$ cat config.mk
export PLATFORM = sky130hd
export DESIGN_NAME = ysyx_22041211_ifu
export DESIGN_NICKNAME = d
export VERILOG_FILES = /design/src/rtl/ysyx_22041211_ifu.sv
export SDC_FILE = /design/constraint.sdc
export NUM_CORES = 1
export LEC_CHECK = 0
export BUFFER_PORTS_ARGS = -buffer_cell sky130_fd_sc_hd__buf_2
export CAP_MARGIN = 20
export CORE_ASPECT_RATIO = 0.7
export CORE_MARGIN = 8
export CORE_UTILIZATION = 35
export DETAILED_ROUTE_END_ITERATION = 12
export PLACE_DENSITY = 0.59
export SYNTH_ARGS = -nofsm -noshare
export SYNTH_HDL_FRONTEND = slang
export SYNTH_SLANG_ARGS = --single-unit
$ cat constraint.sdc
create_clock -name clk -period 14.93 [get_ports clk]
set_clock_uncertainty 0.2 [all_clocks]
set_input_delay 0 -clock clk [delete_from_list [all_inputs] [get_ports clk]]
set_output_delay 0 -clock clk [all_outputs]
set_load 0.01 [all_outputs]
$ cat src/rtl/ysyx_22041211_ifu.sv
// Instruction fetch unit: holds the PC, fetches over a valid/ready memory
// channel and hands each instruction plus its PC to the decoder.
module ysyx_22041211_ifu #(
    parameter logic [31:0] RESET_PC = 32'h8000_0000,
    parameter logic [31:0] NOP_INST = 32'h0000_0013
) (
    input  logic        clk,
    input  logic        rst,
    output logic        ifu_arvalid_o,
    output logic [31:0] ifu_araddr_o,
    input  logic        ifu_arready_i,
    input  logic        ifu_rvalid_i,
    input  logic [31:0] ifu_rdata_i,
    input  logic [1:0]  ifu_rresp_i,
    output logic        ifu_rready_o,
    output logic        inst_valid_o,
    input  logic        inst_ready_i,
    output logic [31:0] inst_o,
    output logic [31:0] pc_o,
    input  logic        redirect_i,
    input  logic [31:0] redirect_pc_i,
    output logic        fetch_err_o,
    output logic [31:0] fetch_cnt_o
);

    localparam int unsigned XLEN = 32;

    typedef enum logic [1:0] {
        S_IDLE,
        S_REQ,
        S_WAIT,
        S_OUT
    } state_t;

    state_t            state, state_n;
    logic [XLEN-1:0]   pc, pc_n;
    logic              drop, drop_n;
    logic [XLEN-1:0]   araddr_n;
    logic [XLEN-1:0]   inst_n;
    logic [XLEN-1:0]   pc_out_n;
    logic              err_n;
    logic [XLEN-1:0]   cnt_n;

    // State, PC and all registered outputs
    always_ff @(posedge clk or posedge rst) begin
        if (rst) begin
            state         <= S_IDLE;
            pc            <= RESET_PC;
            drop          <= 1'b0;
            ifu_araddr_o  <= RESET_PC;
            ifu_arvalid_o <= 1'b0;
            ifu_rready_o  <= 1'b0;
            inst_valid_o  <= 1'b0;
            inst_o        <= '0;
            pc_o          <= '0;
            fetch_err_o   <= 1'b0;
            fetch_cnt_o   <= '0;
        end else begin
            state         <= state_n;
            pc            <= pc_n;
            drop          <= drop_n;
            ifu_araddr_o  <= araddr_n;
            ifu_arvalid_o <= (state_n == S_REQ);
            ifu_rready_o  <= (state_n == S_WAIT);
            inst_valid_o  <= (state_n == S_OUT);
            inst_o        <= inst_n;
            pc_o          <= pc_out_n;
            fetch_err_o   <= err_n;
            fetch_cnt_o   <= cnt_n;
        end
    end

    // Next-state, PC update, stale-response tracking and output latching
    always_comb begin
        state_n  = state;
        pc_n     = pc;
        drop_n   = drop;
        araddr_n = ifu_araddr_o;
        inst_n   = inst_o;
        pc_out_n = pc_o;
        err_n    = fetch_err_o;
        cnt_n    = fetch_cnt_o;

        case (state)
            S_IDLE: begin
                state_n = S_REQ;
            end
            S_REQ: begin
                if (ifu_arvalid_o && ifu_arready_i) begin
                    state_n = S_WAIT;
                end
                // The request in flight carries the old address; mark it stale
                if (redirect_i) begin
                    drop_n = 1'b1;
                end
            end
            S_WAIT: begin
                if (ifu_rvalid_i) begin
                    if (drop || redirect_i) begin
                        drop_n  = 1'b0;
                        state_n = S_REQ;
                    end else begin
                        inst_n   = (ifu_rresp_i != 2'b00) ? NOP_INST : ifu_rdata_i;
                        err_n    = fetch_err_o | (ifu_rresp_i != 2'b00);
                        pc_out_n = pc;
                        state_n  = S_OUT;
                    end
                end else if (redirect_i) begin
                    drop_n = 1'b1;
                end
            end
            S_OUT: begin
                if (inst_valid_o && inst_ready_i) begin
                    cnt_n   = fetch_cnt_o + XLEN'(1);
                    pc_n    = pc + XLEN'(4);
                    state_n = S_REQ;
                end
                if (redirect_i) begin
                    state_n = S_REQ;
                end
            end
            default: begin
                state_n = S_IDLE;
            end
        endcase

        // Redirect target wins over sequential advance; force word alignment
        if (redirect_i) begin
            pc_n = {redirect_pc_i[31:2], 2'b00};
        end

        // A fresh request samples the PC; the address is then held until accepted
        if ((state_n == S_REQ) && (state != S_REQ)) begin
            araddr_n = pc_n;
        end
    end

endmodule

==> impl_metrics.tcl, run 1 <==
set metrics [dict create \
    p_leak_nw 5.094 \
    grtUsageTotal_pct 17.42 \
    finalHoldViolCount 0 \
    clock.fmax_mhz 350.6 \
    async_flop_share_pct 100.0 \
    synth_top_family_by_area "simple AND/OR/NAND/NOR gates" \
    insertion_delay_ns 0.42 \
    grt_max_degree 106 \
    gp_congestion 0.7609 \
    clkSlewWorstSetupHoldPaths_ns 0.07 \
    drv_slew 0 \
    io_buffers 201 \
    synth_edf_count 0 \
    final_nets 1104 \
    synth_area_leaders "dfrtp_1 56%, nand2_1 11%, nand3_1 3.7%" \
    viasPerCell 4.933 \
    tritoncts "done" \
    synth_area_leader_cell "dfrtp_1" \
    power_density_mw_per_mm2 137.0 \
    cp_max_fo 15 \
    synth-compound-area-share_pct 5.705 \
    p_int_mw 0.9297 \
    required_ns 15.09 \
    p_sw_mw 0.4679 \
    grt_setup_unrepaired "false" \
    hpwl_um 14500 \
    fin_crit_ns 2.853 \
    ys_ff_latch 167 \
    area_delta_synth_final_pct 38.39 \
    switching_share_pct 33.48 \
    ant_nets 0 \
    synthAdderAreaFrac_pct 0.3396 \
    grt_pass1_wl_um 36300 \
    ctsHoldBuffers 101 \
    maxCapViolCount 0 \
    ys_types 56 \
    ir_drop_uv 105.8 \
    drive_above_1_share_pct 26.27 \
    whs_ns 0.03397 \
    clock-sinks 167 \
    dr.pass1.iters 5 \
    cts_setup_buffers 0 \
    htreeDepth 4 \
    clock_power_share_pct 29.2 \
    pwr-share-seq_pct 43.9 \
    via_count 6512 \
    power_mw 1.398 \
    arrival_ns 3.01 \
    yosys.area_share.simple_pct 25.21 \
    cp-start-kind "register" \
    boundaryPins 204 \
    crit_type "reg -> reg" \
    num-fill-cells 1983 \
    slew_headroom_pct 33.92 \
    yosys_warnings 0 \
    cts_resized 0 \
    worst_pin_slew_ns 0.9912 \
    grt_overflow 0 \
    combPwrFrac_pct 26.9 \
    drc 0 \
    antenna_found_initial 1 \
    fin_crit_sh_pct 19.11 \
    yosysMostFrequentCell "nand2_1" \
    synth_mux_area_share_pct 3.497 \
    syn-cell-area_sq_mm 0.007370 \
    synthCells 740 \
    rows 44 \
    die_y_um 137.4 \
    ys_seq_area_share_pct 56.74 \
    synth_nets 814 \
    die_width_um 189.4 \
    wl_um 22500 \
    synthFlopType "dfrtp_1" \
    hp-class "in -> reg" \
    numCtsBuffers 17 \
    start_util_pct 35.60 \
    setup_violations 0 \
    core_area_sq_mm 0.02070 \
    dieArea_sq_mm 0.02603 \
    netlist_top_cells_count "218 x nand2_1, 165 x dfrtp_1, 55 x nand3_1" \
    drt_iter0_drc 474 \
    syn_avg_cell_area_sq_um 9.959 \
    synth.top_cell.area_share_pct 56.03 \
    synthXorXnorAreaFrac_pct 5.823 \
    grt_pass1_vias 6683 \
    clock_path_buffers 2 \
    root_buffer "clkbuf_16" \
    status "finished, final reports clean" \
    fin_tns_setup_ns 0 \
    wl_per_cell_um 17.04 \
    critPathCaptureType "register" \
]
-- stage by stage --
stage	cells	instance area (sq um)	setup slack (ns)	utilization, %
after CTS	1319	10200	12.10	49.26
after global placement	1185	8620	12.05	41.64
after floorplan	740	7370	10.21	-
after global routing	1320	10200	11.92	49.27
after detailed placement	1186	8647	12.06	41.77
final	1320	10200	12.08	49.27
-- sequential cells by signal (all words and copies together), names as in the netlist, 2 cells and up --
| signal | count |
|---|---|
| state | 2 |
| pc_o | 32 |
| inst_o | 32 |
| fetch_cnt_o | 32 |
| pc | 32 |
| ifu_araddr_o | 32 |
-- metal layers --
layer  GRT usage, %  share of wire (%)  vias up
met3          5.741                7.2       16
met5              0                  0        -
li1               -                  -     3116
met2          27.07                 45      197
met1          23.62                 47     3183
met4          3.203               0.71        0
-- power groups by stage --
stage / combinational, mW / sequential [mW] / clock [mW]
detailed placement: 0.366 / 0.619 / 0
CTS: 0.384 / 0.613 / 0.422
global placement: 0.362 / 0.619 / 0
floorplan: 0.181 / 0.645 / 0
finish: 0.376 / 0.613 / 0.409
global route: 0.418 / 0.627 / 0.441
-- worst max-delay path, stage by stage, from the launching register on --
cell and delay [ns]:
dfrtp_1 0.48, and4_1 0.71, nand4_4 0.34, or4_1 0.58, a31oi_1 0.27, mux2_2 0.20
-- cells in the final DEF, fill, tap and decap left out, types with 14 or more instances in the layout --
master	netlist	layout
a21oi_1	14	14
clkbuf_16	0	17
nor2_1	29	28
nand4_1	19	19
dlygate4sd3_1	0	101
xor2_1	19	19
o21ai_0	17	17
nand2_1	218	218
nand3_1	55	55
xnor2_1	30	30
buf_2	8	201
dfrtp_1	165	165
mux2_2	22	22
-- logic make-up (layout without fill, tap and decap cells) --
kind of cell,count (synthesis),count (layout)
AOI/OAI and AO/OA,63,63
other,0,1
xor gates and xnor gates,49,49
DFF,167,167
adders and majority gates,2,2
muxes,23,23
and+or+nand+nor,389,389
buffers and inverters,47,350
-- area by class of cell --
| class | count | area (sq um) | share of cell area (%) |
|---|---|---|---|
| Clock buffer | 20 | 446.7 | 4.380 |
| Antenna cell | 1 | 2.502 | 0.02454 |
| Clock inverter | 12 | 91.34 | 0.8956 |
| Multi-Input combinational cell | 526 | 3003 | 29.44 |
| Timing Repair Buffer | 309 | 2090 | 20.49 |
| Tap cell | 276 | 345.3 | 3.386 |
| Inverter | 9 | 38.79 | 0.3803 |
| Sequential cell | 167 | 4182 | 41.00 |
-- path summary, 6_finish.rpt --
check                           start          endpoint  slack, ns  cells past startpoint
setup / recovery             state[1]  ifu_araddr_o[23]      12.08                      5
hold / removal             redirect_i            pc[15]       0.03                      3
setup reg to reg             state[1]  ifu_araddr_o[23]      12.08                      5
hold reg to reg            inst_o[10]        inst_o[10]       0.26                      2
max in group asynchronous         rst    fetch_cnt_o[9]      12.94                      4
min in group asynchronous         rst    fetch_cnt_o[8]       0.13                      3
Note: power is estimated with default switching activity, not from simulation.
==> run 2, diff against run 1 <==
==> constraint.sdc (replaced) <==
create_clock -name clk -period 2.8 [get_ports clk]
set_clock_uncertainty 0.2 [all_clocks]
set_input_delay 0 -clock clk [delete_from_list [all_inputs] [get_ports clk]]
set_output_delay 0 -clock clk [all_outputs]
set_load 0.01 [all_outputs]
==> run 2 against run 1 <==
  * Via count grew 0.71%
  * Cell area up 0.93%
  * Worst hold slack better by 0.025 ns
  * Die area stayed put
  * Combinational power grew to 5.5 times the previous value
  * Sequential share of layout area fell by 0.38 points
  * Critical path depth grew 1
  * Clock-buffer cell count fell by 1
  * Sequential power grew to 5.3 times the previous value
  * Clock power rose to 5.6 times the previous value
  * Global-route usage increased by 0.24 points
  * Setup slack got worse by 12 ns
==> impl_metrics.tcl, run 2 (synthesis gave the netlist of run 1 again) <==
set metrics [dict create \
    power_mw 7.611 \
    start_util_pct 35.60 \
    htreeDepth 4 \
    core_area_sq_mm 0.02070 \
    slew_headroom_pct 37.48 \
    fin_tns_setup_ns 0 \
    p_sw_mw 2.527 \
    insertion_delay_ns 0.42 \
    drive_above_1_share_pct 27.00 \
    pwr-share-seq_pct 42.9 \
    cp_max_fo 61 \
    hp-class "in -> reg" \
    ant_nets 0 \
    p_int_mw 5.084 \
    clock_path_buffers 2 \
    viasPerCell 4.935 \
    setup_violations 0 \
    grt_setup_unrepaired "false" \
    clock-sinks 167 \
    crit_family "buffers and inverters" \
    final_common_cell "nand2_1" \
    dr.pass1.iters 4 \
    ir_drop_uv 553.0 \
    crit_chain "nor2_1, and4b_2, buf_4, nand3_1, dlygate4sd3_1, nand2_1" \
    numCtsBuffers 17 \
    grt_overflow 0 \
    path_buf_inv 2 \
    grtUsageTotal_pct 17.66 \
    dieArea_sq_mm 0.02603 \
    io_buffers 201 \
    maxCapViolCount 0 \
    fin_crit_sh_pct 90.50 \
    arrival_ns 2.69 \
    cp-start-kind "register" \
    wl_um 22930 \
    critPathCaptureType "register" \
    rows 44 \
    drv_slew 0 \
    switching_share_pct 33.21 \
    area_delta_synth_final_pct 39.68 \
    final_cell_mix "218 x nand2_1, 201 x buf_2, 165 x dfrtp_1" \
    required_ns 2.96 \
    finalHoldViolCount 0 \
    slowest_delay_ns 0.60 \
    crit_type "reg -> reg" \
    boundaryPins 204 \
    gp_congestion 0.7825 \
    wl_per_cell_um 17.25 \
    clock_power_share_pct 29.9 \
    cp_slowest_cell "dlygate4sd3_1" \
    drt_iter0_drc 425 \
    fin_crit_ns 2.534 \
    cts_setup_buffers 0 \
    antenna_found_initial 0 \
    final_nets 1113 \
    power_density_mw_per_mm2 739.4 \
    grt_pass1_vias 6663 \
    grt_pass1_wl_um 36690 \
    die_y_um 137.4 \
    die_width_um 189.4 \
    drc 0 \
    p_leak_nw 5.164 \
    clkSlewWorstSetupHoldPaths_ns 0.07 \
    tritoncts "done" \
    clock.fmax_mhz 394.6 \
    status "finished, final reports clean" \
    worst_pin_slew_ns 0.9378 \
    via_count 6558 \
    root_buffer "clkbuf_16" \
    grt_max_degree 168 \
    hpwl_um 14860 \
    combPwrFrac_pct 27.1 \
]
[run 2: cell types whose count changed in the layout (fill, tap and decap cells not counted), moves of 2 or more]
cell / change
buf_12: +2
buf_4: +8
clkinv_2: +2
clkinv_4: +2
clkinvlp_4: -3
[run 2: tightest hold or removal path: stages]
cell	delay, ns
buf_2	0.12
buf_4	0.31
a21oi_1	0.19
[run 2: layer usage]
metal / wire length [um] / part of all wire [%] / up-vias / GRT usage, %
met3: 1805 / 7.9 / 13 / 6.424
met5: 0 / 0 / - / 0
met1: 10880 / 47 / 3199 / 24.36
met4: 165 / 0.72 / 0 / 3.160
li1: - / - / 3136 / -
met2: 10080 / 44 / 210 / 26.48
[run 2: path summary, 6_finish.rpt]
path | startpoint | end | slack, ns | cells after the start
min in group asynchronous | rst | fetch_cnt_o[12] | 0.17 | 4
worst max-delay path | drop | inst_o[25] | 0.27 | 6
worst min-delay path | redirect_i | pc[15] | 0.06 | 3
max in group asynchronous | rst | inst_o[29] | 1.52 | 4
worst min register to register | inst_o[29] | inst_o[29] | 0.26 | 2
worst max register to register | drop | inst_o[25] | 0.27 | 6
[run 2: power by group through the flow]
stage               clock (mW)  combinational [mW]  sequential (mW)
floorplan                    0               0.967             3.44
global placement             0                1.98             3.29
detailed placement           0                2.00             3.30
CTS                       2.33                2.10             3.27
global route              2.44                2.29             3.34
finish                    2.28                2.06             3.27
[run 2: area by class of cell]
cell class	instances	area (sq um)
multi-input cells	526	3003
well taps	276	345.3
flip-flops and latches	167	4182
clock buffers	19	442.9
fillers	1985	10410
diodes	1	2.502
clock inverters	13	118.9
repair buffers	318	2162
inverters	9	37.54
[run 2: what timing repair did]
item	CTS	global route
setup endpoints to repair	0	0
hold endpoints to repair	266	0
hold buffers	101	0
gates resized for setup	0	0
[run 2: through the flow]
stage | std cells | util, % | instance area (sq um) | hold slack, ns | setup slack, ns
after detailed placement | 1195 | 42.12 | 8718 | 0.02177 | 0.3110
after CTS | 1328 | 49.72 | 10290 | 0.03301 | 0.2900
after global placement | 1195 | 42.12 | 8718 | 0.01825 | 0.3470
after floorplan | 740 | - | 7373 | -0.07128 | 0.4749
after global routing | 1328 | 49.72 | 10290 | 0.07205 | 0.1151
final | 1329 | 49.73 | 10290 | 0.05934 | 0.2660
